<file path="config.mk">
export PLATFORM = sky130hd
export DESIGN_NAME = control_sequencer
export DESIGN_NICKNAME = d
export VERILOG_FILES = /design/src/rtl/sap1e_pkg.sv /design/src/rtl/control_decode.sv /design/src/rtl/control_sequencer.sv
export SDC_FILE = /design/constraint.sdc
export NUM_CORES = 1
export LEC_CHECK = 0
export CAP_MARGIN = 10
export CORE_MARGIN = 4
export CORE_UTILIZATION = 41
export DETAILED_ROUTE_END_ITERATION = 8
export PLACE_DENSITY = 0.78
export SETUP_SLACK_MARGIN = 0.2
export SYNTH_ARGS = -nofsm -noshare
export SYNTH_HDL_FRONTEND = slang
export SYNTH_HIERARCHICAL = 1
export SYNTH_SLANG_ARGS = --single-unit
</file>
<file path="constraint.sdc">
create_clock -name clock -period 2.1 [get_ports clock]
set_clock_uncertainty 0.1 [all_clocks]
set_input_delay 0.42 -clock clock [delete_from_list [all_inputs] [get_ports clock]]
set_output_delay 0.42 -clock clock [all_outputs]
set_load 0.01 [all_outputs]
</file>
<file path="src/rtl/sap1e_pkg.sv">
// Shared definitions for the SAP-1E control unit: opcodes, T-state numbers
// and the packed control word exchanged between decoder and sequencer.
package sap1e_pkg;

   localparam logic [3:0] OP_LDA = 4'h0;
   localparam logic [3:0] OP_ADD = 4'h1;
   localparam logic [3:0] OP_SUB = 4'h2;
   localparam logic [3:0] OP_STA = 4'h3;
   localparam logic [3:0] OP_LDI = 4'h4;
   localparam logic [3:0] OP_JMP = 4'h5;
   localparam logic [3:0] OP_JC  = 4'h6;
   localparam logic [3:0] OP_JZ  = 4'h7;
   localparam logic [3:0] OP_OUT = 4'hE;
   localparam logic [3:0] OP_HLT = 4'hF;

   localparam logic [2:0] T0 = 3'd0;
   localparam logic [2:0] T1 = 3'd1;
   localparam logic [2:0] T2 = 3'd2;
   localparam logic [2:0] T3 = 3'd3;
   localparam logic [2:0] T4 = 3'd4;
   localparam logic [2:0] T5 = 3'd5;

   // hlt is an internal request to set the halt latch, not a datapath strobe
   typedef struct packed {
      logic pc_oe;
      logic pc_inc;
      logic pc_set;
      logic mar_ld;
      logic ram_oe;
      logic ram_we;
      logic ir_ld;
      logic ir_oe;
      logic a_ld;
      logic a_oe;
      logic b_ld;
      logic alu_oe;
      logic alu_sub;
      logic flags_ld;
      logic out_ld;
      logic hlt;
   } ctrl_word_t;

   localparam ctrl_word_t CW_NONE = '0;

endpackage

</file>
<file path="src/rtl/control_decode.sv">
// Combinational microcode ROM: maps (T-state, opcode, flags) to the raw
// control word and flags the final T-state of the current instruction.
module control_decode
   import sap1e_pkg::*;
(
   input  logic [2:0]  step_i,
   input  logic [3:0]  opcode_i,
   input  logic        carry_i,
   input  logic        zero_i,
   output ctrl_word_t  cw_o,
   output logic        last_o
);

   always_comb begin
      cw_o   = CW_NONE;
      last_o = 1'b0;
      case (step_i)
         T0: begin
            cw_o.pc_oe  = 1'b1;
            cw_o.mar_ld = 1'b1;
         end
         T1: begin
            cw_o.ram_oe = 1'b1;
            cw_o.ir_ld  = 1'b1;
            cw_o.pc_inc = 1'b1;
         end
         T2: begin
            last_o = 1'b1;
            case (opcode_i)
               OP_LDA, OP_ADD, OP_SUB, OP_STA: begin
                  cw_o.ir_oe  = 1'b1;
                  cw_o.mar_ld = 1'b1;
                  last_o      = 1'b0;
               end
               OP_LDI: begin
                  cw_o.ir_oe = 1'b1;
                  cw_o.a_ld  = 1'b1;
               end
               OP_JMP: begin
                  cw_o.ir_oe  = 1'b1;
                  cw_o.pc_set = 1'b1;
               end
               OP_JC: begin
                  cw_o.ir_oe  = carry_i;
                  cw_o.pc_set = carry_i;
               end
               OP_JZ: begin
                  cw_o.ir_oe  = zero_i;
                  cw_o.pc_set = zero_i;
               end
               OP_OUT: begin
                  cw_o.a_oe   = 1'b1;
                  cw_o.out_ld = 1'b1;
               end
               // HLT is not "last": the sequencer parks on T2 once halted
               OP_HLT: begin
                  cw_o.hlt = 1'b1;
                  last_o   = 1'b0;
               end
               default: ;
            endcase
         end
         T3: begin
            last_o = 1'b1;
            case (opcode_i)
               OP_LDA: begin
                  cw_o.ram_oe = 1'b1;
                  cw_o.a_ld   = 1'b1;
               end
               OP_ADD, OP_SUB: begin
                  cw_o.ram_oe = 1'b1;
                  cw_o.b_ld   = 1'b1;
                  last_o      = 1'b0;
               end
               OP_STA: begin
                  cw_o.a_oe   = 1'b1;
                  cw_o.ram_we = 1'b1;
               end
               default: ;
            endcase
         end
         T4: begin
            last_o = 1'b1;
            if (opcode_i == OP_ADD || opcode_i == OP_SUB) begin
               cw_o.alu_oe   = 1'b1;
               cw_o.a_ld     = 1'b1;
               cw_o.flags_ld = 1'b1;
               cw_o.alu_sub  = (opcode_i == OP_SUB);
            end
         end
         // T5 and unused encodings drop straight back to fetch
         default: last_o = 1'b1;
      endcase
   end

endmodule

</file>
<file path="src/rtl/control_sequencer.sv">
// SAP-1E T-state sequencer: holds step and halt state and gates the decoded
// control word with run, halt and the post-reset idle cycle.
module control_sequencer
   import sap1e_pkg::*;
#(
   parameter int OPCODE_WIDTH = 4,   // only 4 is supported
   parameter int STEP_WIDTH   = 3    // only 3 is supported
) (
   input  logic                    clock,
   input  logic                    reset,
   input  logic                    run,
   input  logic [OPCODE_WIDTH-1:0] opcode,
   input  logic                    carry_flag,
   input  logic                    zero_flag,
   output logic                    pc_oe,
   output logic                    pc_inc,
   output logic                    pc_set,
   output logic                    mar_ld,
   output logic                    ram_oe,
   output logic                    ram_we,
   output logic                    ir_ld,
   output logic                    ir_oe,
   output logic                    a_ld,
   output logic                    a_oe,
   output logic                    b_ld,
   output logic                    alu_oe,
   output logic                    alu_sub,
   output logic                    flags_ld,
   output logic                    out_ld,
   output logic                    halted,
   output logic [STEP_WIDTH-1:0]   step
);

   logic [STEP_WIDTH-1:0] step_q, step_d;
   logic                  halted_q, halted_d;
   logic                  armed_q, armed_d;
   logic                  active;
   logic                  dec_last;
   ctrl_word_t            dec_cw;
   ctrl_word_t            gated_cw;

   control_decode u_decode (
      .step_i   (step_q),
      .opcode_i (opcode),
      .carry_i  (carry_flag),
      .zero_i   (zero_flag),
      .cw_o     (dec_cw),
      .last_o   (dec_last)
   );

   // armed_q keeps the first cycle after reset idle with step parked at 0
   assign active   = run & ~halted_q & armed_q & ~reset;
   assign gated_cw = active ? dec_cw : CW_NONE;

   always_comb begin
      step_d   = step_q;
      halted_d = halted_q;
      armed_d  = 1'b1;
      if (active) begin
         if (dec_cw.hlt) begin
            halted_d = 1'b1;
         end else if (dec_last) begin
            step_d = '0;
         end else begin
            step_d = step_q + {{(STEP_WIDTH-1){1'b0}}, 1'b1};
         end
      end
   end

   always_ff @(posedge clock) begin
      if (reset) begin
         step_q   <= '0;
         halted_q <= 1'b0;
         armed_q  <= 1'b0;
      end else begin
         step_q   <= step_d;
         halted_q <= halted_d;
         armed_q  <= armed_d;
      end
   end

   assign pc_oe    = gated_cw.pc_oe;
   assign pc_inc   = gated_cw.pc_inc;
   assign pc_set   = gated_cw.pc_set;
   assign mar_ld   = gated_cw.mar_ld;
   assign ram_oe   = gated_cw.ram_oe;
   assign ram_we   = gated_cw.ram_we;
   assign ir_ld    = gated_cw.ir_ld;
   assign ir_oe    = gated_cw.ir_oe;
   assign a_ld     = gated_cw.a_ld;
   assign a_oe     = gated_cw.a_oe;
   assign b_ld     = gated_cw.b_ld;
   assign alu_oe   = gated_cw.alu_oe;
   assign alu_sub  = gated_cw.alu_sub;
   assign flags_ld = gated_cw.flags_ld;
   assign out_ld   = gated_cw.out_ld;
   assign halted   = halted_q;
   assign step     = step_q;

endmodule

</file>
# Word-level counts from Yosys, hierarchy flattened
# Index checks and enable logic that the tools add are counted.
totals:
  register_bits: 5
  output_inout_bits: 19
  in_bits: 9
  word_cells: 64
classes:
  muxes: 30
  eq_ne: 13
  bitwise: 6
  n_reduce_logical: 11
  addsub: 1
ops:
  columns: ["op", "count"]
  rows:
  - ["1-bit 2-to-1 mux", 18]
  - ["4-bit by 3-bit equality test with 1-bit output (second input constant)", 4]
  - ["16-bit 2-to-1 mux", 1]
  - ["1-bit case mux with 3 select lines", 4]
  - ["3-bit 2-to-1 mux", 3]
  - ["4-bit by 2-bit equality test with 1-bit output (second input constant)", 2]
  - ["4-bit equality test (second input constant)", 2]
  - ["3-bit by 2-bit equality test with 1-bit output (second input constant)", 2]
  - ["1-bit case mux with 2 select lines", 3]
  - ["6-bit OR reduction", 1]
  - ["5-bit OR reduction", 1]
  - ["4-bit by 1-bit equality test with 1-bit output (second input constant)", 1]
  - ["4-bit zero test", 1]
  - ["2-bit AND reduction", 2]
  - ["2-bit OR reduction", 2]
  - ["4-bit OR reduction", 1]
  - ["3-bit by 1-bit adder with 3-bit output (second input constant)", 1]
  - ["1-bit bitwise AND", 3]
  - ["3-bit by 1-bit equality test with 1-bit output (second input constant)", 1]
  - ["3-bit equality test (second input constant)", 1]
  - ["3-bit zero test", 1]
  - ["1-bit NOT", 3]
  - ["3-bit OR reduction", 1]
  - ["2-bit 2-to-1 mux", 1]
  - ["1-bit logical OR", 1]

# Logic depth before layout (Yosys ltp)
# Gate-level depths: netlist of the first run.
logic_depth:
  word_depth: 5
  depth_mapped: 7

# Cells and area by module
# The synthesis of the first run kept the hierarchy.
modules_own_cells:
  columns: ["mod", "cells_each", "area_per_inst_um2", "instances"]
  rows:
  - ["control_sequencer", 38, 330.3, 1]
  - ["control_decode", 48, 322.8, 1]

# Worst setup path before layout of the first run
# No wires, ideal clock.
synth_path:
  path_kind: "input-to-reg"
  from: "in opcode[2]"
  to: "reg step_q[1] (netlist: step[1])"
  setup_slack_ps: 259
  t_arrival_ps: 1671
  setup_ps: 70
  cell_stages: 6
  n_path_buf: 1
  path_cell_list: "clkbuf_2 or2_1 a21oi_1 o21bai_1 or4b_1 a21oi_1"
synth_via:
  elab_chain_len: 5
  elab_cells_between_ends: 15
  classes_between: "eq/ne: 4; mux: 6; bitwise: 1; reduce/logical: 4"
synth_lines:
  columns: ["item", "line_no", "source"]
  rows:
  - ["start, declared", "control_sequencer.sv:12", "input logic [OPCODE_WIDTH-1:0] opcode,"]
  - ["4-bit equality test (tied with other cells)", "control_decode.sv:29", "case (opcode_i)"]
  - ["5-bit OR reduction (no source line) or 2-bit OR reduction (tied branches)", null, null]
  - ["1-bit 2-to-1 mux, on equally long branches", "control_decode.sv:29, control_decode.sv:65", null]
  - ["1-bit case mux with 3 select lines *", "control_decode.sv:17", "case (step_i)"]
  - ["via dec_last", "control_sequencer.sv:38", "logic dec_last;"]
  - ["3-bit 2-to-1 mux *", "control_sequencer.sv:62", "end else if (dec_last) begin"]
  - ["end signal, assigned", "control_sequencer.sv:76", "step_q <= step_d;"]
  - ["end, declared", "control_sequencer.sv:34", "logic [STEP_WIDTH-1:0] step_q, step_d;"]
# The timed path passes the listed nets; every way through them passes the cells marked *.
# A chain may end at the register's enable or synchronous reset.

==> impl_results.md, run 1 <==
- Part of the Yosys area used for sequential elements: 0.153
- Total die area: 2300 µm²
- Share of synthesized registers carrying an async set or reset: 0
- Setup repair after global routing missed its margin: yes
- Buffer cell driving the clock tree root: sky130_fd_sc_hd__clkbuf_4
- Post-synthesis average cell area: 7.59 µm²
- Worst max-slew margin expressed relative to the limit: 0.777
- Proportion of layout cells with a drive suffix above 1: 0.521
- Initial antenna violation count: 0
- Half-perimeter wire length of the detailed placement result: 1560 µm
- Total CTS buffers: 3
- Standard-cell rows: 14
- Insertion delay of the later-clocked pin in the worst-skew pair: 0.25 ns
- CTS tree: yes
- First-pass GRT wire length: 3780 µm
- Remaining global-route overflow: 0
- Post-Synthesis Net Count: 96
- Number of detailed-route iterations in the first pass: 4
- Final hold violation count: 0
- Hold_ws: 0.398 ns
- Residual DRC count: 0
- Clock H-tree levels: 1
- Worst Hold Class: primary input to flip-flop
- CTS max path bufs: 2
- Source of the worst register-to-register timing path: step[0]
- Number of setup violations in the final report: 0
- Count of flip-flops with a built-in enable after synthesis: 0
- Cell count after synthesis: 86
- Achievable clock frequency: 498 MHz
- Most common library cell in the layout ignoring fill and taps: sky130_fd_sc_hd__buf_4
- Startpoint Class: flip-flop
- Vertical extent of the die: 47.9 µm
- Worst vdd ir: 385 µV
- Power density over cell area: 288 nW/µm²
- Commonest cells after routing, fill and taps aside: sky130_fd_sc_hd__buf_4, sky130_fd_sc_hd__buf_2, sky130_fd_sc_hd__and2_1, sky130_fd_sc_hd__nor2_1
- Endpoint of the lowest-slack register-to-register path: step[1]
- Count of cells along the worst register-to-register path: 6
- Area growth from synthesis to layout: 77.0%
- Routed via count divided by cell count: 5.58
- Worst-path clk slew: 0.05 ns
- Endpoint type of the worst setup path: primary output
- Total length of routed wires: 2440 µm
- Worst-case register-to-register setup slack: 0.44 ns
- Tot GR Track Use: 0.234
- Place WS: -0.624 ns
- Least-Margin Pin Slew: 0.331 ns
- Startpoint of the most critical hold path: reset
- Starting utilization of the core area: 0.434
- Number of synthesized register bits: 5
- Number of vias after detailed routing: 870
- Via count of the first global-routing pass: 820
- Number of sinks handled by clock tree synthesis: 5
- Required time worst endpoint: 1.58 ns
- Period Utilization, post-route: 0.957
- Routed length per instance: 15.6 µm
- Hold Buf Count CTS: 0
- Number of different library cells in the post-synthesis netlist: 39
- Pin count of the biggest net entering global routing: 8
- Most used flip-flop cell after synthesis: sky130_fd_sc_hd__dfxtp_1
- DIE WIDTH: 47.9 µm
- DRT antenna net count: 0
- Terminating pin of the worst hold path: step[0]
- N_diodes: 0
- Final #Nets: 151
- Number of max-cap violations: 0
- Max Transition Viols Final: 0
- CP Data Arrival Time: 1.49 ns
- Maximum fanout encountered on the critical timing path: 7
- Post-layout worst setup margin: 0.0903 ns
- PortBufs: 27
- Crit path time final: 2.01 ns
- Leakage power summed over all cells: 0.547 nW
- Combined area of all synthesized cells: 653 µm²
- Violation count after the first detailed-route iteration: 22
- Synthesis Warnings: 6
- Classification of the worst setup path: flip-flop to primary output
- Number of cells on the worst hold path: 3
- Core area: 1510 µm²
- I/O pin total: 28
- Result of the run: finished clean
- Routability-driven placement congestion ratio: 0.879
## worst max-delay path: stages (launching register included)
cell                       delay [ns]
sky130_fd_sc_hd__dfxtp_2         0.34
sky130_fd_sc_hd__buf_12          0.14
sky130_fd_sc_hd__nor4bb_4        0.27
sky130_fd_sc_hd__a31oi_2         0.08
sky130_fd_sc_hd__nor3_1          0.14
sky130_fd_sc_hd__and2_1          0.15
sky130_fd_sc_hd__buf_2           0.12
## how the worst max path moves through the flow
stage | start | end
2_1_floorplan | opcode[2] | step[1]
3_3_place_gp | opcode[0] | a_ld
6_report | step[0] | a_oe
5_1_grt | step[0] | a_oe
4_1_cts | step[0] | a_oe
3_5_place_dp | opcode[0] | alu_oe
## cell type report
cell class / count / area (µm²)
Multi-Input combinational cell: 73 / 583
Timing Repair Buffer: 57 / 415
Fill cell: 111 / 350
Sequential cell: 5 / 108
Clock buffer: 4 / 26.3
Tap cell: 16 / 20.0
Inverter: 1 / 3.75
## Yosys cell counts, types with 2 or more instances
| cell | instances | area, µm² |
|---|---|---|
| sky130_fd_sc_hd__nand4b_1 | 2 | 17.5 |
| sky130_fd_sc_hd__o21ai_0 | 2 | 10.0 |
| sky130_fd_sc_hd__buf_2 | 2 | 10.0 |
| sky130_fd_sc_hd__o21ai_1 | 2 | 10.0 |
| sky130_fd_sc_hd__a21oi_1 | 6 | 30.0 |
| sky130_fd_sc_hd__nor3_1 | 3 | 15.0 |
| sky130_fd_sc_hd__nand3b_1 | 2 | 15.0 |
| sky130_fd_sc_hd__buf_4 | 3 | 22.5 |
| sky130_fd_sc_hd__nor2_1 | 10 | 37.5 |
| sky130_fd_sc_hd__a31oi_1 | 3 | 18.8 |
| sky130_fd_sc_hd__dfxtp_1 | 5 | 100 |
| sky130_fd_sc_hd__nand2_1 | 5 | 18.8 |
| sky130_fd_sc_hd__and2_1 | 15 | 93.8 |
## registers in the layout, indices dropped and copies added, names as in the netlist
register,count
armed_q,1
halted,1
step,3
## through the flow
| stage | util | instance area [µm²] | power (mW) | TNS (ns) | instances |
|---|---|---|---|---|---|
| final | 0.767 | 1160 | 0.333 | 0 | 156 |
| after global routing | 0.767 | 1160 | 0.353 | 0 | 156 |
| after CTS | 0.762 | 1150 | 0.329 | 0 | 155 |
| after detailed placement | 0.719 | 1080 | 0.202 | -8.80 | 145 |
| after global placement | 0.719 | 1080 | 0.199 | -8.32 | 145 |
| after floorplan | - | 653 | 0.149 | 0 | 86 |
## cells by family (layout without fill, tap and decap cells)
group	count (synthesis)	after routing	synth area share
compound gates	15	15	0.130
xor+xnor	2	2	0.0268
fa+ha+maj	1	1	0.0192
buf+inv	9	62	0.0862
flops	5	5	0.153
mux	1	1	0.0153
simple gates	53	54	0.569
## layer usage
layer	vias to the layer above	GRT usage	wire length (µm)
met5	-	0	0
met4	0	0.0645	44
met3	5	0.0376	119
met2	31	0.409	1230
met1	416	0.292	1040
li1	418	-	-
## power by group
| group | switching (mW) | internal (mW) | leakage (nW) |
|---|---|---|---|
| combinational | 0.0549 | 0.0602 | 0.489 |
| sequential | 0.00358 | 0.0965 | 0.0425 |
| clock | 0.0452 | 0.0722 | 0.0150 |
## what timing repair did
action,in CTS,in global routing
pin swaps,12,5
gates cloned,1,0
buffers inserted,5,1
gates resized for setup,87,11
endpoints found under the setup margin,19,16
No activity file was read; power rests on OpenSTA's default activity.
==> inputs of run 2 (changes only) <==
--- a/config.mk
+++ b/config.mk
@@ -5,11 +5,12 @@
 export SDC_FILE = /design/constraint.sdc
 export NUM_CORES = 1
 export LEC_CHECK = 0
-export CAP_MARGIN = 10
+export CAP_MARGIN = 25
 export CORE_MARGIN = 4
 export CORE_UTILIZATION = 41
 export DETAILED_ROUTE_END_ITERATION = 8
 export PLACE_DENSITY = 0.78
+export RECOVER_POWER = 50
 export SETUP_SLACK_MARGIN = 0.2
 export SYNTH_ARGS = -nofsm -noshare
 export SYNTH_HDL_FRONTEND = slang
==> run 2 against run 1 <==
Net effect:
- utilization is 1.0 points lower
- routed wire length is 0.33% lower
- largest power group unchanged
- critical path depth stayed put
- cell count stayed put
- clock-buffer cell count stayed put
- via count is 2.8% lower
- first-iteration DRC count is 50% higher
- cell area is 1.3% lower
- critical path type unchanged
- highest routed layer unchanged
- total power is 1.5% lower
==> impl_results.md, run 2 (synthesized netlist as in run 1, its figures left out) <==
- Endpoint type of the worst setup path: primary output
- Achievable clock frequency: 498 MHz (+0.16%)
- Worst vdd ir: 389 µV (+0.99%)
- Via count of the first global-routing pass: 820 (unchanged)
- Result of the run: finished clean
- Routed via count divided by cell count: 5.42 (-2.8%)
- Register cell area after layout: 108 µm² (unchanged)
- Total die area: 2300 µm² (unchanged)
- Cells traversed along the worst timing path: buf_12 -> nor4bb_4 -> a31oi_2 -> nor3_1 -> and2_1 -> buf_2
- Residual DRC count: 0 (unchanged)
- Most common library cell in the layout ignoring fill and taps: sky130_fd_sc_hd__buf_4
- Final #Nets: 151 (unchanged)
- CTS tree: yes
- Number of setup violations in the final report: 0 (unchanged)
- DRT antenna net count: 0 (unchanged)
- Worst-path clk slew: 0.05 ns (about the same)
- Number of cells on the worst hold path: 3 (unchanged)
- Routability-driven placement congestion ratio: 0.879 (unchanged)
- I/O pin total: 28 (unchanged)
- Buffer cell driving the clock tree root: sky130_fd_sc_hd__clkbuf_4
- Cell total after placement: 145 (unchanged)
- DIE WIDTH: 47.9 µm (unchanged)
- Power density over cell area: 287 nW/µm² (-0.16%)
- Required time worst endpoint: 1.58 ns (about the same)
- Area of the multi-input gates: 573 µm² (-1.7%)
- Starting utilization of the core area: 0.434 (unchanged)
- Count of cells along the worst register-to-register path: 6 (unchanged)
- Final hold violation count: 0 (unchanged)
- PortBufs: 27 (unchanged)
- Leakage power summed over all cells: 0.543 nW (-0.64%)
- CTS max path bufs: 2 (unchanged)
- Flip-flop count of the largest register, all copies and words added: 3 (unchanged)
- Max incr delay on CP: 0.34 ns (about the same)
- Slowest stage cell, crit path: sky130_fd_sc_hd__dfxtp_2
- First-pass GRT wire length: 3780 µm (unchanged)
- Tot GR Track Use: 0.234 (unchanged)
- Area growth from synthesis to layout: 74.7%
- Worst Hold Class: primary input to flip-flop
- Number of cells in the finished layout apart from fillers: 156 (unchanged)
- Total length of routed wires: 2430 µm (-0.33%)
- Routed length per instance: 15.6 µm (-0.33%)
- Startpoint Class: flip-flop
- Proportion of layout cells with a drive suffix above 1: 0.493 (-0.0286)
- Pin count of the biggest net entering global routing: 8 (unchanged)
- Total CTS buffers: 3 (unchanged)
- Worst max-slew margin expressed relative to the limit: 0.765 (-0.0119)
- Classification of the worst setup path: flip-flop to primary output
- Design Area, Final: 1140 µm² (-1.3%)
- Vertical extent of the die: 47.9 µm (unchanged)
- Standard-cell rows: 14 (unchanged)
- N_diodes: 0 (unchanged)
- Remaining global-route overflow: 0 (unchanged)
- Insertion delay of the later-clocked pin in the worst-skew pair: 0.25 ns (about the same)
- Commonest cells after routing, fill and taps aside: sky130_fd_sc_hd__buf_4, sky130_fd_sc_hd__buf_2, sky130_fd_sc_hd__and2_1, sky130_fd_sc_hd__nor2_1
- Maximum fanout encountered on the critical timing path: 7 (unchanged)
- Half-perimeter wire length of the detailed placement result: 1560 µm (unchanged)
- Period Utilization, post-route: 0.955 (-0.00152)
- Initial antenna violation count: 0 (unchanged)
- Number of detailed-route iterations in the first pass: 4 (unchanged)
- Number of sinks handled by clock tree synthesis: 5 (unchanged)
- Setup repair after global routing missed its margin: yes
- Number of max-cap violations: 0 (unchanged)
- Number of fill cells in the layout: 115 (+3.6%)
- Core area: 1510 µm² (unchanged)
- CP Data Arrival Time: 1.49 ns (about the same)
- Max Transition Viols Final: 0 (unchanged)
- Crit path time final: 2.01 ns (-0.00320 ns)
- Violation count after the first detailed-route iteration: 33 (+50%)
- Least-Margin Pin Slew: 0.350 ns (+0.0195 ns)
- Placed Area: 1080 µm² (unchanged)
- Number of vias after detailed routing: 846 (-2.8%)
- Clock H-tree levels: 1 (unchanged)
[run 2: cell types whose count changed in the layout (fill, tap and decap cells not counted), sizes merged]
cell / change
clkbuf: +4
clkdlybuf4s50: -4
dlygate4sd3: +4
buf: -4
[run 2: layout make-up]
cell class                 instances  share of cell area
timing repair buffer              57               0.360
sequential                         5              0.0943
inverter                           1             0.00329
multi-input combinational         73               0.502
clock buffer                       4              0.0230
tap                               16              0.0175
[run 2: final timing paths]
check,end,start,slack [ns]
setup / recovery,a_oe,step[0],0.09
hold / removal,armed_q,reset,0.48
setup reg to reg,step[1],step[0],0.42
hold reg to reg,halted,armed_q,0.50
[run 2: power by group]
part / internal, mW / switching (mW) / total, mW / leakage, nW
logic: 0.0568 / 0.0539 / 0.111 / 0.486
clock network: 0.0722 / 0.0447 / 0.117 / 0.0150
registers: 0.0965 / 0.00351 / 0.100 / 0.0425
[run 2: stage by stage]
stage | utilization | total power [mW] | worst slack, ns | hold WS, ns | setup TNS (ns)
finish | 0.757 | 0.328 | 0.0935 | 0.477 | 0
global route | 0.757 | 0.349 | 0.00733 | 0.477 | 0
CTS | 0.762 | 0.329 | 0.0968 | 0.382 | 0
detailed placement | 0.719 | 0.202 | -0.624 | 0.440 | -8.80
global placement | 0.719 | 0.199 | -0.602 | 0.412 | -8.32
floorplan | - | 0.149 | 0.259 | 0.389 | 0
[run 2: timing repair]
item,4_1_cts,5_1_grt
buffers inserted,5,1
endpoints found under the setup margin,19,16
hold endpoints to repair,0,0
pin swaps,12,5
gates resized for setup,87,11
hold buffers,0,0
cloned,1,0
[run 2: metal layers]
| metal | wire [µm] | share of wire | global-route usage |
|---|---|---|---|
| met5 | 0 | 0 | 0 |
| met1 | 1040 | 0.43 | 0.292 |
| met3 | 124 | 0.051 | 0.0376 |
| met2 | 1250 | 0.51 | 0.409 |
| met4 | 19 | 0.0078 | 0.0645 |
[run 2: critical path: cells and delay by family (launching register included)]
kind                   cells  cell delay, ns
AND/OR/NAND/NOR            3            0.56
flip-flops                 1            0.34
buffers and inverters      2            0.26
AO/OA/AOI/OAI              1            0.08
==> inputs of run 3 (changes only) <==
--- a/config.mk
+++ b/config.mk
@@ -6,10 +6,10 @@
 export NUM_CORES = 1
 export LEC_CHECK = 0
 export CAP_MARGIN = 25
-export CORE_MARGIN = 4
-export CORE_UTILIZATION = 41
+export CORE_AREA = 4 4 41 43
 export DETAILED_ROUTE_END_ITERATION = 8
-export PLACE_DENSITY = 0.78
+export DIE_AREA = 0 0 45 47
+export DONT_BUFFER_PORTS = 1
 export RECOVER_POWER = 50
 export SETUP_SLACK_MARGIN = 0.2
 export SYNTH_ARGS = -nofsm -noshare
==> run 3 against run 2 <==
Net effect:
- non-clock buffer count shrank 52
- cell count shrank 35%
- combinational power down 57%
- utilization is 21 points lower
- critical endpoint is now pc_set
==> impl_results.md, run 3 (synthesized netlist as in run 1, its figures left out) <==
- Result of the run: finished clean
- Maximum fanout encountered on the critical timing path: 7 (unchanged)
- Standard-cell rows: 13 (-1)
- Period Utilization, post-route: 0.942 (-0.0135)
- Area growth from synthesis to layout: 9.96%
- Buffer cell driving the clock tree root: sky130_fd_sc_hd__clkbuf_4
- Setup repair after global routing missed its margin: yes
- Proportion of layout cells with a drive suffix above 1: 0.195 (-0.297)
- CTS tree: yes
- Clock H-tree levels: 1 (unchanged)
- Worst-path clk slew: 0.04 ns (about the same)
- Total die area: 2120 µm² (-7.9%)
- Starting utilization of the core area: 0.502 (+0.0684)
- Half-perimeter wire length of the detailed placement result: 1080 µm (-31%)
- Vertical extent of the die: 47 µm (-1.9%)
- Endpoint type of the worst setup path: primary output
- Routability-driven placement congestion ratio: 0.798 (-9.2%)
- Most common library cell in the layout ignoring fill and taps: sky130_fd_sc_hd__nor2_1
- DRT antenna net count: 0 (unchanged)
- Slowest stage cell, crit path: sky130_fd_sc_hd__dfxtp_4
- DIE WIDTH: 45 µm (-6.1%)
- Commonest cells after routing, fill and taps aside: sky130_fd_sc_hd__nor2_1, sky130_fd_sc_hd__and2_1, sky130_fd_sc_hd__a21oi_1, sky130_fd_sc_hd__nand2_1, sky130_fd_sc_hd__and2_4
- Worst-case register-to-register setup slack: 0.28 ns (-0.14 ns)
- Via count of the first global-routing pass: 558 (-32%)
- Worst vdd ir: 548 µV (+41%)
- Number of detailed-route iterations in the first pass: 5 (+1)
- Number of max-cap violations: 0 (unchanged)
- Number of setup violations in the final report: 0 (unchanged)
- Number of vias after detailed routing: 624 (-26%)
- PortBufs: 0 (-100%)
- Required time worst endpoint: 1.58 ns (about the same)
- Final hold violation count: 0 (unchanged)
- Max Transition Viols Final: 0 (unchanged)
- Max incr delay on CP: 0.37 ns (+0.03 ns)
- Core area: 1300 µm² (-14%)
- Power density over cell area: 357 nW/µm² (+24%)
- I/O pin total: 28 (unchanged)
- Cells traversed along the worst timing path: or2_0 -> nand2b_4 -> nor4b_4 -> and2_4
- Worst max-slew margin expressed relative to the limit: 0.793 (+0.0281)
- Startpoint Class: flip-flop
- First-pass GRT wire length: 2330 µm (-39%)
- Least-Margin Pin Slew: 0.307 ns (-0.0435 ns)
- Leakage power summed over all cells: 0.276 nW (-49%)
- CP Data Arrival Time: 1.46 ns (-0.03 ns)
- Worst Hold Class: primary input to flip-flop
- Classification of the worst setup path: flip-flop to primary output
- Final Power: 0.256 mW (-22%)
- Final #Nets: 98 (-35%)
- Crit path time final: 1.98 ns (-0.0282 ns)
- Remaining global-route overflow: 0 (unchanged)
- Tot GR Track Use: 0.149 (-0.0848)
- CTS max path bufs: 2 (unchanged)
- Achievable clock frequency: 506 MHz (+1.4%)
- Initial antenna violation count: 0 (unchanged)
- Number of sinks handled by clock tree synthesis: 5 (unchanged)
- Insertion delay of the later-clocked pin in the worst-skew pair: 0.24 ns (about the same)
- Setup tns final: 0 ns (unchanged)
- Flip-flop count of the largest register, all copies and words added: 3 (unchanged)
- Violation count after the first detailed-route iteration: 15 (-55%)
- Routed via count divided by cell count: 6.12 (+13%)
- Total CTS buffers: 3 (unchanged)
- Routed length per instance: 15.0 µm (-3.9%)
- Total length of routed wires: 1530 µm (-37%)
- N_diodes: 0 (unchanged)
- Residual DRC count: 0 (unchanged)
- Pin count of the biggest net entering global routing: 18 (+10)
- Hold Buf Count CTS: 0 (unchanged)
run 3: path summary, 6_finish.rpt:
path | endpoint | from | depth (start not counted)
setup / recovery | pc_set | step[2] | 4
hold / removal | step[0] | reset | 1
setup reg to reg | step[1] | step[2] | 6
hold reg to reg | step[0] | step[0] | 2
run 3: layout make-up:
class,instances,area (µm²)
clock buffer,4,26.3
fill,140,583
inverter,1,3.75
multi-input combinational,72,523
sequential,5,108
tap,15,18.8
timing repair buffer,5,38.8
run 3: metal layers:
metal  share of wire  wire (µm)  global-route usage
met4          0.0092         14              0.0585
met1            0.47        722               0.201
met5               0          0                   0
met2            0.44        670               0.209
met3           0.078        119              0.0613
run 3: power by group:
part / internal, mW / switching, mW / total (mW)
clock: 0.0716 / 0.0363 / 0.108
sequential: 0.0958 / 0.00435 / 0.100
combinational: 0.0237 / 0.0243 / 0.0480
run 3: critical path: cells and delay by family, from the launching register on:
family / cells / cell delay, ns
flip-flops: 1 / 0.37
AND/OR/NAND/NOR: 4 / 0.86
run 3: timing repair:
action	4_1_cts	5_1_grt
cloned	0	0
pin swaps	2	2
setup buffers	2	0
gates resized for setup	6	8
endpoints found under the setup margin	8	17
run 3: metrics by stage:
stage,setup WS [ns],hold slack [ns],cells,cell area (µm²),utilization
final,0.122,0.143,102,718,0.552
after global routing,0.0818,0.120,102,718,0.552
after CTS,0.171,0.135,102,699,0.538
after detailed placement,0.320,0.393,96,642,0.493
after global placement,0.319,0.391,96,642,0.493
after floorplan,0.259,0.389,86,653,-
